==> config.mk <==
export PLATFORM = sky130hd
export DESIGN_NAME = instr_fetch_unit
export DESIGN_NICKNAME = d
export VERILOG_FILES = /design/src/rtl/instr_fetch_unit.sv
export SDC_FILE = /design/constraint.sdc
export NUM_CORES = 1
export LEC_CHECK = 0
export CORE_UTILIZATION = 59
export CTS_BUF_LIST = sky130_fd_sc_hd__clkbuf_16
export CTS_CLUSTER_SIZE = 25
export DETAILED_ROUTE_END_ITERATION = 16
export PLACE_DENSITY = 0.82
export SLEW_MARGIN = 20
export SYNTH_ARGS = -nofsm -noshare
export SYNTH_HDL_FRONTEND = slang
export SYNTH_SLANG_ARGS = --single-unit
==> constraint.sdc <==
create_clock -name clk -period 4.84 [get_ports clk]
set_clock_uncertainty 0.15 [all_clocks]
set_input_delay 0.484 -clock clk [delete_from_list [all_inputs] [get_ports clk]]
set_output_delay 0.484 -clock clk [all_outputs]
set_load 0.03 [all_outputs]
==> src/rtl/instr_fetch_unit.sv <==
// Instruction fetch front end: owns the program counter, issues sequential
// reads to the synchronous program ROM and buffers bytes for the CU.
module instr_fetch_unit #(
  parameter int unsigned DATA_W   = 8,
  parameter int unsigned ADDR_W   = 8,
  parameter int unsigned DEPTH    = 4,
  parameter logic [ADDR_W-1:0] RESET_PC = '0
) (
  input  logic              clk,
  input  logic              reset,
  output logic              mem_en,
  output logic [ADDR_W-1:0] mem_addr,
  input  logic [DATA_W-1:0] mem_rdata,
  output logic              instr_valid,
  output logic [DATA_W-1:0] instr_data,
  output logic [ADDR_W-1:0] instr_pc,
  input  logic              instr_ready,
  input  logic              branch_valid,
  input  logic [ADDR_W-1:0] branch_target,
  output logic [7:0]        debug
);

  localparam int unsigned PTR_W = (DEPTH > 1) ? $clog2(DEPTH) : 1;
  localparam int unsigned CNT_W = $clog2(DEPTH) + 1;

  logic [ADDR_W-1:0] r_fetch_pc;
  logic [ADDR_W-1:0] r_req_addr;
  logic              r_inflight;
  logic              r_drop;
  logic [CNT_W-1:0]  r_count;
  logic [PTR_W-1:0]  r_rd_ptr;
  logic [PTR_W-1:0]  r_wr_ptr;
  logic [DATA_W-1:0] r_data_mem [DEPTH];
  logic [ADDR_W-1:0] r_pc_mem   [DEPTH];

  logic [CNT_W-1:0]  w_occupancy;
  logic              w_issue;
  logic              w_push;
  logic              w_pop;

  // Issue only when every outstanding byte is guaranteed a FIFO slot.
  always_comb begin
    w_occupancy = r_count + CNT_W'(r_inflight);
    w_issue     = !reset && !branch_valid && (w_occupancy < CNT_W'(DEPTH));
    w_push      = r_inflight && !r_drop;
    w_pop       = instr_valid && instr_ready && !branch_valid;
  end

  assign mem_en      = w_issue;
  assign mem_addr    = r_fetch_pc;
  assign instr_valid = (r_count != '0);
  assign instr_data  = r_data_mem[r_rd_ptr];
  assign instr_pc    = r_pc_mem[r_rd_ptr];
  assign debug       = 8'(r_fetch_pc);

  always_ff @(posedge clk) begin
    if (reset) begin
      r_fetch_pc <= RESET_PC;
      r_req_addr <= '0;
      r_inflight <= 1'b0;
      r_drop     <= 1'b0;
      r_count    <= '0;
      r_rd_ptr   <= '0;
      r_wr_ptr   <= '0;
      for (int i = 0; i < int'(DEPTH); i++) begin
        r_data_mem[i] <= '0;
        r_pc_mem[i]   <= '0;
      end
    end else if (branch_valid) begin
      // Flush everything; a response still owed to the ROM gets discarded.
      r_fetch_pc <= branch_target;
      r_inflight <= 1'b0;
      r_drop     <= r_inflight;
      r_count    <= '0;
      r_rd_ptr   <= '0;
      r_wr_ptr   <= '0;
    end else begin
      r_inflight <= w_issue;
      r_drop     <= 1'b0;
      if (w_issue) begin
        r_fetch_pc <= r_fetch_pc + ADDR_W'(1);
        r_req_addr <= r_fetch_pc;
      end
      if (w_push) begin
        r_data_mem[r_wr_ptr] <= mem_rdata;
        r_pc_mem[r_wr_ptr]   <= r_req_addr;
        r_wr_ptr             <= r_wr_ptr + PTR_W'(1);
      end
      if (w_pop) begin
        r_rd_ptr <= r_rd_ptr + PTR_W'(1);
      end
      case ({w_push, w_pop})
        2'b10:   r_count <= r_count + CNT_W'(1);
        2'b01:   r_count <= r_count - CNT_W'(1);
        default: r_count <= r_count;
      endcase
    end
  end

endmodule

==> impl_results.md, run 1 <==
- Gp weighted congestion: 0.850
- Clock transition at the registers of the reported paths: 0.05 ns
- CTS tree: done
- ANT nets after route: 0
- # IOs: 54
- Filler instances: 409
- Clk_lat worst skew: 0.33 ns
- Depth of the CTS H-tree: 3
- Warnings, synthesis: 0
- Largest net degree at the start of global routing: 23
- Outcome: complete, but fails checks
- Final Cycle Share: 71.3%
- Max Fclk: 0.290 GHz
- WHS: 0.356 ns
- Total detailed-routing wirelength: 7370 um
- Register bit total from synthesis: 91
- Mean Syn Cell Area: 13.3 um^2
- Antenna Cells: 0
- # rows: 29
- GRT Overall Usage: 22.5%
- Global-route wire length before repair: 12,000 um
- Final hold viol count: 0
- Die area: 7190 um^2
- Slew headroom: 46.0%
- DRC viols: 3
- Port bufs: 53
- Number of gates resized after cts: 0
- Root Driver: clkbuf_16
- Syn Nets: 326
- Setup-failing EPs final: 0
- Cts bufs inserted: 9
- Hpwl dp: 4840 um
- Slew @ Worst Pin: 0.807 ns
- MaxCap Viol Count: 0
- Final core utilization: 74.7%
- Setup TNS: 0 ns
- Sequential share of the synthesized area: 60.9%
- Fin nets: 370
- Starting Density: 62.3%
- Max-slew violations: 0
- Layout Cells excl Fill: 429
- Vias per cell: 5.73
- Max VDD drop: 0.205 mV
- Antenna violations before repair: 0
- Core Box Area: 6490 um^2
- RSZ-0062 raised after global routing: no
- Vias: 2,460
- Synth cell types: 43
- LEAKAGE: 1.74 nW
- Gr ovfl total: 0
- Number of global-route vias before repair: 2,408
- Pre-antenna DRT Iters: 10
- Worst EP required: 4.21 ns
- Die W: 84.8 um
- Bufs on Longest Clock Path: 2
- Crit Path Class: in -> out
- Crit. End Element: output port
- WP data arrival: 2.82 ns
- Post-Syn Area: 4040 um^2
- Nature of the critical path startpoint: input port
- Crit Path Max Fanout: 22
- Violated checks: design-rule violations
- Routed WL per cell: 17.2 um
- DRT iter0 DRCs: 83
- Tmin final: 3.45 ns
- DP Cell Count: 413
- Share of cells above drive strength 1: 11.1%
- Hold_buf cts: 0
- Post-CTS Setup Bufs: 0
- PwrDens: 346 nW/um^2
- Die Ht: 84.8 um
- Hold/Removal Path Class: reg -> reg
- Area Overhead vs Synth: 19.9%
- Cells after Synth: 303
- CTS Sinks: 91
[power by group]
group | switching, mW | internal (mW)
clock network | 0.261 | 0.390
registers | 0.0200 | 0.861
logic | 0.0816 | 0.0644
[registers in the layout, summed over array words and instances, names as in the netlist, named ones only]
name,count
r_data_mem,32
r_pc_mem,32
debug,8
r_req_addr,8
r_count,3
r_rd_ptr,2
r_wr_ptr,2
r_drop,1
r_inflight,1
[cells in the final DEF, fill, tap and decap left out, drive strengths merged, types with 3 or more instances in the layout]
master          n
and2           65
edfxtp         64
clkdlybuf4s50  53
dfxtp          27
nand2          22
mux4           16
inv            14
nor2           11
a21oi          11
clkbuf          9
or3             4
xnor2           4
o21ai           4
a31oi           3
and4            3
nand3           3
o31a            3
xor2            3
and3            3
[worst max-delay path, stage by stage]
cell and delay, ns:
clkdlybuf4s50_1 0.81, nor2_1 0.36, o21ai_4 0.20, inv_2 0.24, clkdlybuf4s50_1 0.72
[worst paths after layout]
| path | slack, ns | end | start | cells past startpoint |
|---|---|---|---|---|
| worst min-delay path | 0.36 | r_req_addr[3] | r_req_addr[3] | 2 |
| worst min register to register | 0.36 | r_req_addr[3] | r_req_addr[3] | 2 |
| worst max-delay path | 1.39 | mem_en | reset | 5 |
| worst max register to register | 2.54 | r_pc_mem[0][1] | r_inflight | 4 |
[cells in the mapped netlist]
library cell / n / area, um^2
a2111oi_2: 1 / 15.0
inv_2: 1 / 3.75
dfxtp_1: 27 / 541
o31ai_1: 1 / 7.51
buf_4: 9 / 67.6
nor2_1: 11 / 41.3
nor4b_4: 1 / 23.8
xor2_1: 3 / 26.3
inv_1: 9 / 33.8
ha_1: 2 / 25.0
nor2b_1: 1 / 6.26
nand4_1: 2 / 12.5
nand3_1: 3 / 15.0
and3_4: 1 / 11.3
mux4_2: 16 / 360
buf_2: 5 / 25.0
and2_1: 65 / 407
o2111ai_1: 1 / 8.76
o311ai_0: 1 / 8.76
nor3_1: 1 / 5.00
xnor2_1: 4 / 35.0
o21ai_4: 1 / 16.3
edfxtp_1: 64 / 1920
clkbuf_1: 7 / 26.3
nor3b_4: 1 / 18.8
a22oi_1: 1 / 7.51
a221oi_1: 1 / 8.76
a211oi_1: 2 / 15.0
and3_1: 2 / 12.5
a32oi_1: 1 / 8.76
clkbuf_2: 1 / 5.00
a21oi_1: 11 / 55.1
a31oi_1: 3 / 18.8
nand2_1: 22 / 82.6
a41o_1: 1 / 10.0
o21a_1: 2 / 15.0
o31a_1: 3 / 26.3
fa_1: 1 / 20.0
and3b_1: 2 / 17.5
or3_1: 4 / 25.0
or2_2: 2 / 12.5
and4_1: 3 / 26.3
o21ai_0: 3 / 15.0
[stage by stage]
step	area, um^2	setup slack, ns	power [mW]
2_1_floorplan	4040	2.28	0.981
3_3_place_gp	4570	1.46	1.04
3_5_place_dp	4570	1.40	1.04
4_1_cts	4850	1.39	1.69
5_1_grt	4850	1.20	1.73
6_report	4850	1.39	1.68
[cell type report]
type,instances,area (um^2),share of cell area [%]
multi-input cells,180,1430,29.4
repair buffers,55,546,11.2
well taps,77,96.3,1.99
clock inverters,7,56.3,1.16
flip-flops and latches,91,2460,50.8
inverters,10,37.5,0.774
clock buffers,9,225,4.64
[cells by family after synthesis]
kind of cell | after synthesis | share of synthesized area (%)
AND/OR/NAND/NOR | 121 | 17.7
flip-flops | 91 | 60.9
AO/OA/AOI/OAI | 33 | 5.85
buffers and inverters | 32 | 3.99
multiplexers | 16 | 8.91
XOR/XNOR | 7 | 1.52
adder cells (fa/ha/maj) | 3 | 1.11
[metal layers]
layer | global-route usage [%] | up-vias | routed length [um]
met5 | 0 | - | 0
met2 | 39.9 | 88 | 3770
met1 | 27.4 | 1176 | 3080
met4 | 10.3 | 0 | 145
met3 | 3.15 | 15 | 370
li1 | - | 1181 | -
Note: power is estimated with default switching activity, not from simulation.
==> run 2: changes to the inputs <==
--- a/config.mk
+++ b/config.mk
@@ -5,11 +5,11 @@
 export SDC_FILE = /design/constraint.sdc
 export NUM_CORES = 1
 export LEC_CHECK = 0
-export CORE_UTILIZATION = 59
+export CORE_UTILIZATION = 55
 export CTS_BUF_LIST = sky130_fd_sc_hd__clkbuf_16
 export CTS_CLUSTER_SIZE = 25
 export DETAILED_ROUTE_END_ITERATION = 16
-export PLACE_DENSITY = 0.82
+export PLACE_DENSITY = 0.77
 export SLEW_MARGIN = 20
 export SYNTH_ARGS = -nofsm -noshare
 export SYNTH_HDL_FRONTEND = slang
==> constraint.sdc (replaced) <==
create_clock -name clk -period 3.3 [get_ports clk]
set_clock_uncertainty 0.15 [all_clocks]
set_input_delay 0.33 -clock clk [delete_from_list [all_inputs] [get_ports clk]]
set_output_delay 0.33 -clock clk [all_outputs]
set_load 0.03 [all_outputs]
==> run 2 against run 1 <==
The flow now finishes without violations. Final area increased by 2.1%. Worst hold slack worse by 0.0043 ns. Count of clock-buffer cells in the layout is the same. Die area is 7.1% higher. Register-to-register slack lost 1.5 ns. Sequential power increased by 46%. Wire length up 0.60%. Sequential cell count stayed put. Power grew 49%. Largest power group unchanged.
==> impl_results.md, run 2 (synthesized netlist as in run 1, its figures left out) <==
- Outcome: complete, no violations
- Slew headroom: 61.4% (+15 points)
- CTS tree: done
- Die Ht: 87.7 um (+3.5%)
- DRC viols: 0 (-3)
- Max VDD drop: 0.289 mV (+41%)
- Share of cells above drive strength 1: 13.9% (+2.8 points)
- Placement Setup Slack: 0.381 ns (-1.02 ns)
- Commonest non-fill, non-tap cell in the layout: and2_1
- Nature of the critical path startpoint: input port
- Starting Density: 58.2% (-4.0 points)
- Gr ovfl total: 0 (unchanged)
- Core Box Area: 6940 um^2 (+6.9%)
- Crit Path Class: in -> out
- Max Fclk: 0.359 GHz
- Hpwl dp: 4900 um (+1.4%)
- Setup-failing EPs final: 0 (unchanged)
- Largest net degree at the start of global routing: 20 (-13%)
- Worst EP required: 2.82 ns (-1.39 ns)
- Vias per cell: 5.46 (-4.8%)
- Crit. End Element: output port
- Total detailed-routing wirelength: 7420 um (+0.60%)
- Die W: 87.7 um (+3.5%)
- Gp weighted congestion: 0.791 (-6.9%)
- GRT Overall Usage: 21.1% (-1.4 points)
- Clock transition at the registers of the reported paths: 0.06 ns (about the same)
- PwrDens: 504 nW/um^2 (+46%)
- Fin nets: 379 (+2.4%)
- Root Driver: clkbuf_16
- Final total power: 2.50 mW (+49%)
- ANT nets after route: 0 (unchanged)
- Worst reg2reg path depth: 8 (+4)
- Vias: 2,495 (+1.4%)
- Hold/Removal Path Class: reg -> reg
- Depth of the CTS H-tree: 3 (unchanged)
- Port bufs: 53 (unchanged)
- Final worst slack: 0.514 ns (-0.875 ns)
- DP Cell Count: 441 (+6.8%)
- Routed WL per cell: 16.2 um (-5.6%)
- Crit Path Max Fanout: 19 (-14%)
- # rows: 30 (+3.4%)
- Tmin final: 2.79 ns
- Number of global-route vias before repair: 2,459 (+2.1%)
- LEAKAGE: 1.79 nW (+2.5%)
- Bufs on Longest Clock Path: 2 (unchanged)
- Number of gates resized after cts: 0 (unchanged)
- Fin area: 4950 um^2 (+2.1%)
- RSZ-0062 raised after global routing: no
- Area Overhead vs Synth: 22.4%
- Leading registers by flop count: r_data_mem (32), r_pc_mem (32)
- Hold_buf cts: 0 (unchanged)
- Hold Path End: r_req_addr[7]
- Reg2Reg Capture Point: r_count[2]
- Max-slew violations: 0 (unchanged)
- Pre-antenna DRT Iters: 4 (-6)
- Final hold viol count: 0 (unchanged)
- Die area: 7700 um^2 (+7.1%)
- Most frequent cells in the layout: and2_1, edfxtp_1, clkdlybuf4s50_1, dfxtp_1, nand2_1
- CTS Sinks: 91 (unchanged)
- Hold Crit Depth: 2 (unchanged)
- Cts bufs inserted: 9 (unchanged)
- Antenna violations before repair: 0 (unchanged)
- Layout Cells excl Fill: 457 (+6.5%)
- Reg2Reg Setup Slack: 1.04 ns (-1.50 ns)
- MaxCap Viol Count: 0 (unchanged)
- Area after DPL: 4660 um^2 (+2.0%)
- Final Cycle Share: 84.4%
- DRT iter0 DRCs: 129 (+55%)
- Global-route wire length before repair: 12,000 um (unchanged)
- Clk_lat worst skew: 0.33 ns (about the same)
- Post-CTS Setup Bufs: 0 (unchanged)
- Hold_sp: r_req_addr[7]
- # IOs: 54 (unchanged)
- Slew @ Worst Pin: 0.579 ns (-0.228 ns)
- Antenna Cells: 0 (unchanged)
- R2r startpoint: r_count[0]
- Setup TNS: 0 ns (unchanged)
- WP data arrival: 2.31 ns (-0.51 ns)
-- run 2: cell count changes in the layout (fill, tap and decap cells not counted) --
cell,previous run,this run
clkinv_4,0,1
dfxtp_1,26,27
clkinv_2,0,1
buf_4,2,11
inv_1,13,10
dfxtp_2,1,0
inv_6,0,1
-- run 2: how the worst max path moves through the flow --
stage                       from  depth (start not counted)  slack [ns]               end
floorplan             r_inflight                          3        0.74  r_data_mem[1][0]
global placement    branch_valid                          9        0.52        r_count[2]
detailed placement  branch_valid                          9        0.38        r_count[2]
CTS                 branch_valid                          5        0.51            mem_en
global route        branch_valid                          5        0.38            mem_en
finish              branch_valid                          5        0.51            mem_en
-- run 2: power breakdown --
group	internal (mW)	switching, mW
Clock	0.584	0.403
Combinational	0.0984	0.122
Sequential	1.26	0.0272
-- run 2: metal layers --
layer	part of all wire [%]	vias up	GRT usage, %
met2	51	78	35.7
met4	1.5	0	8.64
met5	0	-	0
met1	43	1211	27.2
li1	-	1194	-
met3	4.9	12	3.49
-- run 2: worst max-delay path, cell delays in order --
cell and delay, ns:
clkdlybuf4s50_1 0.70, nor2_1 0.31, o21ai_4 0.20, inv_2 0.10, clkdlybuf4s50_1 0.66
-- run 2: cell type report --
class	instances	area, um^2
clock inverters	7	67.6
repair buffers	64	613
clock buffers	9	225
well taps	96	120
multi-input cells	180	1430
inverters	10	37.5
flip-flops and latches	91	2460
fillers	481	1990
-- run 2: stage by stage --
stage	utilization, %	hold slack, ns
3_5_place_dp	67.1	0.341
6_report	71.3	0.351
2_1_floorplan	-	0.307
3_3_place_gp	67.1	0.324
4_1_cts	71.3	0.349
5_1_grt	71.3	0.375
==> run 3: changes to the inputs <==
--- a/config.mk
+++ b/config.mk
@@ -5,11 +5,11 @@
 export SDC_FILE = /design/constraint.sdc
 export NUM_CORES = 1
 export LEC_CHECK = 0
-export CORE_UTILIZATION = 55
+export CORE_UTILIZATION = 49
 export CTS_BUF_LIST = sky130_fd_sc_hd__clkbuf_16
 export CTS_CLUSTER_SIZE = 25
 export DETAILED_ROUTE_END_ITERATION = 16
-export PLACE_DENSITY = 0.77
+export PLACE_DENSITY = 0.72
 export SLEW_MARGIN = 20
 export SYNTH_ARGS = -nofsm -noshare
 export SYNTH_HDL_FRONTEND = slang
==> constraint.sdc (replaced) <==
create_clock -name clk -period 2.3 [get_ports clk]
set_clock_uncertainty 0.15 [all_clocks]
set_input_delay 0.23 -clock clk [delete_from_list [all_inputs] [get_ports clk]]
set_output_delay 0.23 -clock clk [all_outputs]
set_load 0.03 [all_outputs]
==> run 3 against run 2 <==
Combinational power up 47%. Highest routed layer unchanged. First-iteration DRC count fell by 22%. Register-to-register slack got worse by 0.92 ns. Critical path type is now reg -> reg. Power increased by 46%.
==> impl_results.md, run 3 (synthesized netlist as in run 1, its figures left out) <==
- Outcome: complete, no violations
- Crit. End Element: flip-flop
- Setup-failing EPs final: 0 (unchanged)
- Crit Path Class: reg -> reg
- Placement Setup Slack: -0.0392 ns (-0.420 ns)
- Crit-path cells: or3_1 > and3_1 > ha_1 > inv_1 > fa_1 > xor2_1 > or3_1 > a21oi_1
- LEAKAGE: 1.89 nW (+5.6%)
- Root Driver: clkbuf_16
- Worst EP required: 2.41 ns (-0.41 ns)
- Layout Cells excl Fill: 470 (+2.8%)
- DP Cell Count: 454 (+2.9%)
- Most common cell on crit path: or3_1
- Gr ovfl total: 0 (unchanged)
- Number of global-route vias before repair: 2,477 (+0.73%)
- Die area: 8620 um^2 (+12%)
- Pre-antenna DRT Iters: 4 (unchanged)
- Core Box Area: 7850 um^2 (+13%)
- Hold/Removal Path Class: in -> reg
- Hpwl dp: 5000 um (+2.0%)
- Die W: 92.8 um (+5.8%)
- Setup TNS: 0 ns (unchanged)
- Gp weighted congestion: 0.812 (+2.6%)
- Clk_lat worst skew: 0.33 ns (about the same)
- Final Cycle Share: 94.7%
- Max-slew violations: 0 (unchanged)
- CP peak stage delay: 0.39 ns (-0.31 ns)
- Total detailed-routing wirelength: 7630 um (+2.8%)
- Area after DPL: 4770 um^2 (+2.3%)
- Final hold viol count: 0 (unchanged)
- Max VDD drop: 0.386 mV (+33%)
- Port bufs: 53 (unchanged)
- Tmin final: 2.18 ns
- Filler instances: 618 (+28%)
- Clock transition at the registers of the reported paths: 0.06 ns (about the same)
- Final total power: 3.65 mW (+46%)
- Fin area: 5050 um^2 (+2.0%)
- DRC viols: 0 (unchanged)
- Depth of the CTS H-tree: 3 (unchanged)
- R2r startpoint: r_count[2]
- Die Ht: 92.8 um (+5.8%)
- CTS tree: done
- Hold_sp: branch_target[2]
- Nature of the critical path startpoint: flip-flop
- Antenna Cells: 0 (unchanged)
- GRT Overall Usage: 19.5% (-1.6 points)
- Most frequent cells in the layout: and2_1, edfxtp_1, clkdlybuf4s50_1, dfxtp_1, nand2_1
- Reg2Reg Setup Slack: 0.12 ns (-0.92 ns)
- Post-CTS Setup Bufs: 0 (unchanged)
- Leading registers by flop count: r_data_mem (32), r_pc_mem (32)
- Fin nets: 386 (+1.8%)
- Starting Density: 51.5% (-6.7 points)
- Bufs on Longest Clock Path: 2 (unchanged)
- Largest net degree at the start of global routing: 18 (-10%)
- Final worst slack: 0.122 ns (-0.392 ns)
- Antenna violations before repair: 0 (unchanged)
- Vias per cell: 5.24 (-3.9%)
- ANT nets after route: 0 (unchanged)
- PwrDens: 723 nW/um^2 (+43%)
- Slew headroom: 76.7% (+15 points)
- DRT iter0 DRCs: 101 (-22%)
- Max Fclk: 0.459 GHz
- MaxCap Viol Count: 0 (unchanged)
- Crit Path Max Fanout: 5 (-14)
- Slew @ Worst Pin: 0.348 ns (-0.230 ns)
- # rows: 32 (+6.7%)
- WHS: 0.325 ns (-0.0264 ns)
- WP data arrival: 2.29 ns (-0.02 ns)
- Slowest cell on crit path: dfxtp_1
- Routed WL per cell: 16.2 um (about the same)
- Share of cells above drive strength 1: 16.6% (+2.7 points)
- Reg2Reg Capture Point: r_count[2]
- # IOs: 54 (unchanged)
- Vias: 2,465 (-1.2%)
- Hold_buf cts: 0 (unchanged)
- Hold Crit Depth: 3 (+1)
- Hold Path End: debug[2]
- Global-route wire length before repair: 12,600 um (+4.9%)
- Cts bufs inserted: 9 (unchanged)
- Final core utilization: 64.4% (-6.9 points)
- Area Overhead vs Synth: 24.9%
- CTS Sinks: 91 (unchanged)
- Worst reg2reg path depth: 8 (unchanged)
- RSZ-0062 raised after global routing: no
- Commonest non-fill, non-tap cell in the layout: and2_1
run 3: power by group:
| part | switching (mW) | internal, mW |
|---|---|---|
| Sequential | 0.0386 | 1.81 |
| Combinational | 0.180 | 0.144 |
| Clock | 0.624 | 0.859 |
run 3: metal layers:
metal	GRT usage (%)	vias to the layer above	wire (um)
met5	0	-	0
met4	7.69	0	86
met3	2.71	7	320
met2	32.2	65	3740
met1	26.2	1178	3470
li1	-	1215	-
run 3: how the worst max path moves through the flow:
stage / startpoint / endpoint / slack [ns] / cells past startpoint
floorplan: r_count[0] / r_count[2] / 0.02 / 8
global placement: branch_valid / r_count[2] / 0.03 / 9
detailed placement: branch_valid / r_count[2] / -0.04 / 9
CTS: r_count[2] / r_count[2] / 0.11 / 8
global route: r_count[2] / r_count[2] / 0.0007 / 8
finish: r_count[2] / r_count[2] / 0.12 / 8
run 3: critical path: cells and delay by family, from the launching register on:
family,cells,cell delay (ns)
DFF,1,0.39
buffers and inverters,1,0.06
and+or+nand+nor,3,0.67
AOI/OAI and AO/OA,1,0.13
adders and majority gates,2,0.55
xor gates and xnor gates,1,0.16
run 3: what timing repair did:
| action | in CTS | in global routing |
|---|---|---|
| gates cloned | 0 | 0 |
| pin swaps | 0 | 0 |
| setup endpoints to repair | 16 | 1 |
| resized for setup | 16 | 1 |
run 3: final cells by class:
type                            instances  area (um^2)  area share, %
Tap cell                              102          128           2.53
Sequential cell                        91         2460           48.8
Timing Repair Buffer                   71          693           13.7
Inverter                               10         37.5          0.743
Multi-Input combinational cell        180         1430           28.2
Clock inverter                          7         80.1           1.58
Clock buffer                            9          225           4.46
